==> src/rtl/unidad_de_busqueda.sv <==
// ============================================================================
// unidad_de_busqueda : instruction fetch unit (PC, IR, memory handshake, timeout)
// Revision: 1.0
// ============================================================================
`default_nettype none

module unidad_de_busqueda #(
  parameter int TIEMPO_ESPERA = 15
) (
  input  logic        Reloj,
  input  logic        Reiniciar,
  input  logic        LoadIR,
  input  logic        LoadPC,
  input  logic [1:0]  SelectPC,
  input  logic [15:0] Destino,
  input  logic [15:0] MemDato,
  input  logic        MemListo,
  output logic        MemLeer,
  output logic [15:0] MemDir,
  output logic [15:0] Instruccion,
  output logic [15:0] PC,
  output logic        InstruccionValida,
  output logic        Ocupado,
  output logic        ErrorBus
);

  typedef enum logic [0:0] {
    INACTIVO = 1'b0,
    ESPERA   = 1'b1
  } estado_t;

  localparam logic [15:0] c_nop    = 16'hC000;
  localparam logic [3:0]  c_limite = 4'(TIEMPO_ESPERA - 1);
  localparam logic [1:0]  c_sel_inc = 2'b00;
  localparam logic [1:0]  c_sel_abs = 2'b01;
  localparam logic [1:0]  c_sel_rel = 2'b10;

  // Registered state
  estado_t     r_estado;
  logic [15:0] r_pc;
  logic [15:0] r_mem_dir;
  logic [15:0] r_instr;
  logic        r_mem_leer;
  logic        r_valida;
  logic        r_error;
  logic [3:0]  r_cnt;
  logic        r_pend_valido;
  logic [1:0]  r_pend_sel;
  logic [15:0] r_pend_destino;

  // Next-state values
  estado_t     w_estado;
  logic [15:0] w_pc;
  logic [15:0] w_mem_dir;
  logic [15:0] w_instr;
  logic        w_mem_leer;
  logic        w_valida;
  logic        w_error;
  logic [3:0]  w_cnt;
  logic        w_pend_valido;
  logic [1:0]  w_pend_sel;
  logic [15:0] w_pend_destino;

  // Pending update as seen at this edge, including a LoadPC arriving now
  logic        w_pend_ef_valido;
  logic [1:0]  w_pend_ef_sel;
  logic [15:0] w_pend_ef_destino;
  logic        w_fin;

  function automatic logic [15:0] f_nuevo_pc(
    input logic [1:0]  sel,
    input logic [15:0] destino,
    input logic [15:0] instr,
    input logic [15:0] pc
  );
    logic [15:0] w_res;
    case (sel)
      c_sel_inc: w_res = pc + 16'd1;
      c_sel_abs: w_res = destino;
      c_sel_rel: w_res = pc + {{7{instr[8]}}, instr[8:0]};
      default:   w_res = pc;
    endcase
    return w_res;
  endfunction

  // A hold request (11) cancels whatever jump was queued during the fetch
  always_comb begin
    w_pend_ef_valido  = r_pend_valido;
    w_pend_ef_sel     = r_pend_sel;
    w_pend_ef_destino = r_pend_destino;
    if (LoadPC) begin
      w_pend_ef_valido  = (SelectPC != 2'b11);
      w_pend_ef_sel     = SelectPC;
      w_pend_ef_destino = Destino;
    end
  end

  assign w_fin = MemListo || (r_cnt == c_limite);

  always_comb begin
    w_estado       = r_estado;
    w_pc           = r_pc;
    w_mem_dir      = r_mem_dir;
    w_instr        = r_instr;
    w_mem_leer     = r_mem_leer;
    w_valida       = 1'b0;
    w_error        = r_error;
    w_cnt          = r_cnt;
    w_pend_valido  = r_pend_valido;
    w_pend_sel     = r_pend_sel;
    w_pend_destino = r_pend_destino;

    case (r_estado)
      INACTIVO: begin
        if (LoadPC) begin
          w_pc = f_nuevo_pc(SelectPC, Destino, r_instr, r_pc);
        end
        if (LoadIR) begin
          w_estado      = ESPERA;
          w_mem_leer    = 1'b1;
          w_mem_dir     = r_pc;
          w_cnt         = 4'd0;
          w_pend_valido = 1'b0;
        end
      end

      ESPERA: begin
        w_pend_valido  = w_pend_ef_valido;
        w_pend_sel     = w_pend_ef_sel;
        w_pend_destino = w_pend_ef_destino;
        if (w_fin) begin
          // Relative target uses the instruction that was current before this edge
          if (w_pend_ef_valido) begin
            w_pc = f_nuevo_pc(w_pend_ef_sel, w_pend_ef_destino, r_instr, r_pc);
          end
          w_instr       = MemListo ? MemDato : c_nop;
          w_error       = r_error | ~MemListo;
          w_valida      = 1'b1;
          w_mem_leer    = 1'b0;
          w_estado      = INACTIVO;
          w_pend_valido = 1'b0;
        end else begin
          w_cnt = r_cnt + 4'd1;
        end
      end

      default: begin
        w_estado = INACTIVO;
      end
    endcase
  end

  always_ff @(posedge Reloj or negedge Reiniciar) begin
    if (!Reiniciar) begin
      r_estado       <= INACTIVO;
      r_pc           <= 16'h0000;
      r_mem_dir      <= 16'h0000;
      r_instr        <= c_nop;
      r_mem_leer     <= 1'b0;
      r_valida       <= 1'b0;
      r_error        <= 1'b0;
      r_cnt          <= 4'd0;
      r_pend_valido  <= 1'b0;
      r_pend_sel     <= 2'b00;
      r_pend_destino <= 16'h0000;
    end else begin
      r_estado       <= w_estado;
      r_pc           <= w_pc;
      r_mem_dir      <= w_mem_dir;
      r_instr        <= w_instr;
      r_mem_leer     <= w_mem_leer;
      r_valida       <= w_valida;
      r_error        <= w_error;
      r_cnt          <= w_cnt;
      r_pend_valido  <= w_pend_valido;
      r_pend_sel     <= w_pend_sel;
      r_pend_destino <= w_pend_destino;
    end
  end

  assign MemLeer           = r_mem_leer;
  assign MemDir            = r_mem_dir;
  assign Instruccion       = r_instr;
  assign PC                = r_pc;
  assign InstruccionValida = r_valida;
  assign Ocupado           = (r_estado == ESPERA);
  assign ErrorBus          = r_error;

endmodule

`default_nettype wire
==> config.mk <==
export PLATFORM = sky130hd
export DESIGN_NAME = unidad_de_busqueda
export DESIGN_NICKNAME = d
export VERILOG_FILES = /design/src/rtl/unidad_de_busqueda.sv
export SDC_FILE = /design/constraint.sdc
export NUM_CORES = 1
export LEC_CHECK = 0
export BUFFER_PORTS_ARGS = -buffer_cell sky130_fd_sc_hd__buf_2
export CORE_MARGIN = 2
export CORE_UTILIZATION = 45
export DETAILED_ROUTE_END_ITERATION = 7
export GPL_TIMING_DRIVEN = 0
export PLACE_DENSITY = 0.77
export SETUP_SLACK_MARGIN = 0.15
export SLEW_MARGIN = 20
export SYNTH_ARGS = -nofsm -noshare
export SYNTH_HDL_FRONTEND = slang
export SYNTH_SLANG_ARGS = --single-unit
export TNS_END_PERCENT = 20
==> constraint.sdc <==
create_clock -name Reloj -period 2.7 [get_ports Reloj]
set_clock_uncertainty 0.05 [all_clocks]
set_input_delay 0.135 -clock Reloj [delete_from_list [all_inputs] [get_ports Reloj]]
set_output_delay 0.135 -clock Reloj [all_outputs]
set_load 0.02 [all_outputs]
==> results.yml, run 1 <==
run_status:
  status: "finished, final reports clean"
yosys:
  synth.net_count: 585
  synth.largest_area_cell: "dfrtp_1"
  synth.area.top_cells: "dfrtp_1, mux2_2, ha_1"
  synthArstFlopShare: 1.00
  netlist.area_leader.share: 0.367
  syn_area_mm2: 0.00498
  synth_area_per_cell_um2: 9.58
  ys_seq_area_frac: 0.377
  syn_inst: 520
  synth-edff-count: 0
  yosysWarningCount: 0
  synth_cell_types: 63
  synth.ff_latch_count: 75
  ys.flop_type: "dfrtp_1"
placement:
  place_congestion: 0.943
  port_buffers: 90
  placed_cell_area_mm2: 0.00564
  pre_cts_slack_ns: -0.308
  hpwl_um: 10700
finish:
  fillers: 960
  seq_area_mm2: 0.00189
  most-common-layout-cells: "buf_2, dfrtp_1, nand2_1"
  fin_nets: 722
  num_antenna_cells: 0
  design_area_mm2: 0.00627
  drive_above_1_share: 0.296
  layout_commonest_cell: "buf_2"
  area_growth_pct: 25.9
  multi_input_area_mm2: 0.00298
worst_hold_path:
  hold_path_end: "r_pend_destino[9]"
  min_from: "Destino[9]"
  hp-class: "primary input to flop"
  holdPathStages: 2
sta:
  hold_ws_ns: 0.0159
  fin_crit_ns: 2.47
  tightestPinTransition_ns: 0.645
  fin_crit_sh: 0.913
  finalSetupViolations: 0
  finalSetupTns_ns: 0
  slew_headroom: 0.570
  drv_slew: 0
  rsz0062_at_grt: "true"
  layout_setup_ws_ns: 0.234
  hold_viol_final: 0
  fmax_ghz: 0.406
die:
  core_area_mm2: 0.0108
  die_width_um: 109
  die_h_um: 109
  start_util: 0.459
  dieArea_mm2: 0.0119
  io_pins: 91
  rows: 38
detailed_routing:
  viasPerCell: 5.89
  routedWlPerCell_um: 18.8
  drcViolationCount: 0
  drt_iter0_drc: 445
  finalWirelength_um: 15100
  firstDrtPassIters: 4
  postRouteAntennaNets: 0
  vias: 4723
setup_path:
  timing.rr.start: "Instruccion[0]"
  cpPeakStageDelay_ns: 0.36
  crit_path_cell_trace: "buf_2, buf_4, buf_4, mux2i_1, ha_1, nor2_1, o31a_1, buf_6, nor3_1, a21o_1, a22o_1, a311o_1"
  crit_path_frequent_cell: "buf_4"
  cp.arrival_ns: 2.67
  cp_max_fo: 10
  crit_required_ns: 2.90
  cp-end-kind: "flop"
  reg2reg_to: "PC[12]"
  worstSetupPathType: "primary input to flop"
  ff2ff_path_depth: 10
  r2r_setup_slack_ns: 0.26
  startpoint_type: "primary input"
  slowest_stage: "mux2i_1"
global_routing:
  grt_pass1_wl_um: 23400
  grt-ovfl-total: 0
  grt_pass1_vias: 4526
  grt_antenna_before_repair: 0
  grt_usage: 0.258
  grt_max_degree: 51
pwr:
  vdd_ir_drop_max_mv: 0.598
  p_total_mw: 6.17
  p_per_area_mw_per_mm2: 984
  total_leakage_power_nw: 2.86
clocking:
  cts_tree: "built"
  cts_max_path_buffers: 2
  cts_inserted_buffers: 9
  path_clk_slew_ns: 0.09
  htree_num_levels: 3
  root_buffer: "clkbuf_8"
  cts_num_sinks: 75
  worstSkewPairLatency_ns: 0.38
run:
  cap_violations: 0
## worst max path at each step
stage | startpoint | to | cells after the start
floorplan | PC[0] | PC[14] | 10
global placement | LoadPC | PC[8] | 11
detailed placement | LoadPC | PC[7] | 10
CTS | Instruccion[0] | PC[14] | 10
global route | LoadPC | PC[8] | 11
finish | LoadPC | PC[5] | 12
## kinds of logic after synthesis
group / after synthesis / synth area share
XOR/XNOR: 29 / 0.0510
adder cells (fa/ha/maj): 26 / 0.0668
multiplexers: 51 / 0.112
AND/OR/NAND/NOR: 127 / 0.123
AO/OA/AOI/OAI: 166 / 0.230
buffers and inverters: 46 / 0.0394
flip-flops: 75 / 0.377
## worst max-delay path, delay by kind of cell
family | cells | cell delay (ns)
AND/OR/NAND/NOR | 2 | 0.23
AO/OA/AOI/OAI | 4 | 0.84
buffers and inverters | 4 | 0.78
adder cells (fa/ha/maj) | 1 | 0.31
multiplexers | 1 | 0.36
## metal layers
layer  share of wire  track usage  up-vias
met1            0.45        0.350     2321
met5               0            0        -
li1                -            -     2205
met3           0.060       0.0472       19
met2            0.47        0.420      178
met4           0.015       0.0796        0
## flip-flops by register name (all words and copies together) (netlist names)
name and cells:
Instruccion 16, Ocupado 1, r_cnt 4, MemLeer 1
ErrorBus 1, r_pend_sel 2, r_pend_valido 1, r_pend_destino 16
InstruccionValida 1, MemDir 16, PC 16
## through the flow
step                      instances   util
after floorplan                 520      -
after global placement          750  0.517
after detailed placement        751  0.520
after CTS                       800  0.570
after global routing            802  0.578
final                           802  0.578
## cells in the mapped netlist, types with 7 or more instances
| cell | instances |
|---|---|
| a21o_1 | 8 |
| a21oi_1 | 35 |
| a221oi_1 | 7 |
| a22o_1 | 15 |
| a31oi_1 | 9 |
| clkbuf_1 | 19 |
| dfrtp_1 | 73 |
| ha_1 | 25 |
| inv_1 | 17 |
| mux2_2 | 39 |
| mux2i_1 | 12 |
| nand2_1 | 43 |
| nand3_1 | 9 |
| nor2_1 | 37 |
| o21ai_0 | 38 |
| xnor2_1 | 21 |
| xor2_1 | 8 |
## area by class of cell
| class | count | share of cell area |
|---|---|---|
| tap | 140 | 0.0279 |
| clock buffer | 9 | 0.0198 |
| multi-input combinational | 399 | 0.475 |
| sequential | 75 | 0.301 |
| inverter | 18 | 0.0108 |
| buffer | 28 | 0.0214 |
| timing repair buffer | 126 | 0.131 |
| clock inverter | 7 | 0.0130 |
## where the power goes
group	total, mW	switching, mW	internal, mW
registers	1.85	0.371	1.48
logic	3.37	2.00	1.36
clock network	0.941	0.496	0.445
## repair_timing
action / CTS / global route
hold buffers: 31 / 0
endpoints found under the hold margin: 103 / 0
setup buffers: 2 / 2
pin swaps: 2 / 5
gates resized for setup: 5 / 23
gates cloned: 0 / 0
setup endpoints to repair: 5 / 15
Power figures use the tool's default switching activity.
==> run 2: changes to the inputs <==
- PLACE_DENSITY: 0.77 -> 0.67
- SKIP_LAST_GASP: unset -> 1
==> run 2 against run 1 <==
Register-to-register slack lost 0.03 ns. Core utilization up 1.1 points. Die area unchanged. Wire length up 4.7%. Critical endpoint unchanged.
==> results.yml, run 2 (same netlist as run 1, synthesis figures left out) <==
sta:
  fin_crit_sh: 0.916
  layout_setup_ws_ns: 0.228
  drv_slew: 0
  slew_headroom: 0.585
  fin_crit_ns: 2.47
  fmax_ghz: 0.404
  rsz0062_at_grt: "true"
  finalSetupTns_ns: 0
  tightestPinTransition_ns: 0.622
  hold_viol_final: 0
  finalSetupViolations: 0
pwr:
  total_leakage_power_nw: 2.90
  p_per_area_mw_per_mm2: 1000
  vdd_ir_drop_max_mv: 0.637
placement:
  hpwl_um: 11100
  pre_cts_slack_ns: -0.365
  place_congestion: 0.905
  port_buffers: 90
setup_path:
  crit_path_frequent_cell: "buf_4"
  cp-end-kind: "flop"
  cp_max_fo: 10
  crit_start: "LoadPC"
  startpoint_type: "primary input"
  timing.rr.start: "PC[0]"
  worstSetupPathType: "primary input to flop"
  slowest_stage: "mux2i_2"
  critPathTopFamily: "compound AO/OA/AOI/OAI gates"
  cp.buffers_inverters: 4
  cpPeakStageDelay_ns: 0.34
  crit_path_cell_trace: "buf_2, buf_4, buf_4, mux2i_2, ha_1, nor2_1, o31a_1, buf_6, nor3_1, a21o_1, a22o_1, a311o_1"
  cp.arrival_ns: 2.68
  crit_required_ns: 2.91
die:
  start_util: 0.459
  dieArea_mm2: 0.0119
  rows: 38
  io_pins: 91
  die_width_um: 109
  die_h_um: 109
  core_area_mm2: 0.0108
finish:
  layout_commonest_cell: "buf_2"
  fin_nets: 728
  drive_above_1_share: 0.302
  final_util: 0.589
  most-common-layout-cells: "buf_2, dfrtp_1, nand2_1"
  fillers: 945
  area_growth_pct: 28.3
  num_antenna_cells: 0
detailed_routing:
  routedWlPerCell_um: 19.5
  finalWirelength_um: 15800
  vias: 4776
  drcViolationCount: 0
  postRouteAntennaNets: 0
  viasPerCell: 5.91
  drt_iter0_drc: 318
  firstDrtPassIters: 7
clocking:
  cts_max_path_buffers: 2
  worstSkewPairLatency_ns: 0.38
  root_buffer: "clkbuf_8"
  cts_tree: "built"
  htree_num_levels: 3
  cts_inserted_buffers: 9
  cts_num_sinks: 75
  path_clk_slew_ns: 0.08
global_routing:
  grt_max_degree: 52
  grt_antenna_before_repair: 0
  grt_pass1_vias: 4703
  grt_usage: 0.276
  grt-ovfl-total: 0
  grt_pass1_wl_um: 24600
worst_hold_path:
  min_from: "SelectPC[1]"
  hp-class: "primary input to flop"
run:
  cap_violations: 0
run_status:
  status: "finished, final reports clean"
run 2: changes by cell type in the layout (fill, tap and decap cells not counted), sizes merged:
cell / before / now
buf: 104 / 106
bufinv: 1 / 3
clkbuf: 28 / 30
clkinvlp: 0 / 2
dlygate4sd3: 31 / 35
inv: 23 / 17
run 2: per-stage QoR:
| step | area, um^2 | power (mW) | std cells | hold slack (ns) |
|---|---|---|---|---|
| after floorplan | 4980 | 4.00 | 520 | -0.211 |
| after global routing | 6390 | 6.82 | 808 | 0.176 |
| final | 6390 | 6.41 | 808 | 0.128 |
| after CTS | 6270 | 6.23 | 803 | 0.148 |
| after global placement | 5610 | 4.89 | 750 | 0.308 |
| after detailed placement | 5640 | 4.99 | 751 | 0.0256 |
run 2: final cells by class:
cell class | count | area [um^2] | share of cell area
multi-input cells | 399 | 2980 | 0.467
flip-flops and latches | 75 | 1890 | 0.295
repair buffers | 132 | 876 | 0.137
well taps | 140 | 175 | 0.0274
clock buffers | 11 | 151 | 0.0237
plain buffers | 28 | 136 | 0.0213
clock inverters | 5 | 108 | 0.0168
inverters | 18 | 75.1 | 0.0118
run 2: report_power, final:
part / switching [mW] / total [mW] / internal, mW
logic: 2.01 / 3.39 / 1.38
registers: 0.398 / 1.88 / 1.49
clock network: 0.471 / 1.14 / 0.669
run 2: final timing paths:
kind / to / cells after the start / slack (ns)
max: PC[5] / 12 / 0.23
min: r_pend_sel[1] / 3 / 0.13
max reg2reg: PC[14] / 10 / 0.23
min reg2reg: ErrorBus / 1 / 0.43
max in group asynchronous: Instruccion[15] / 3 / 1.81
min in group asynchronous: Instruccion[8] / 2 / 0.15
run 2: layer usage:
metal | global-route usage | wire length [um] | vias up
met3 | 0.0687 | 1170 | 27
li1 | - | - | 2225
met5 | 0 | 0 | -
met1 | 0.357 | 6630 | 2329
met4 | 0.104 | 337 | 0
met2 | 0.445 | 7620 | 195
run 2: worst min-delay path, cell delays in order:
cell	delay (ns)
buf_2	0.12
mux2i_2	0.11
a21oi_1	0.15
run 2: what timing repair did:
action                                  CTS  global route
gates resized for setup                   7            27
endpoints found under the setup margin   12            13
setup buffers                             1             5
pin swaps                                 1             5
hold buffers                             35             0
hold endpoints to repair                107             0
cloned                                    0             0
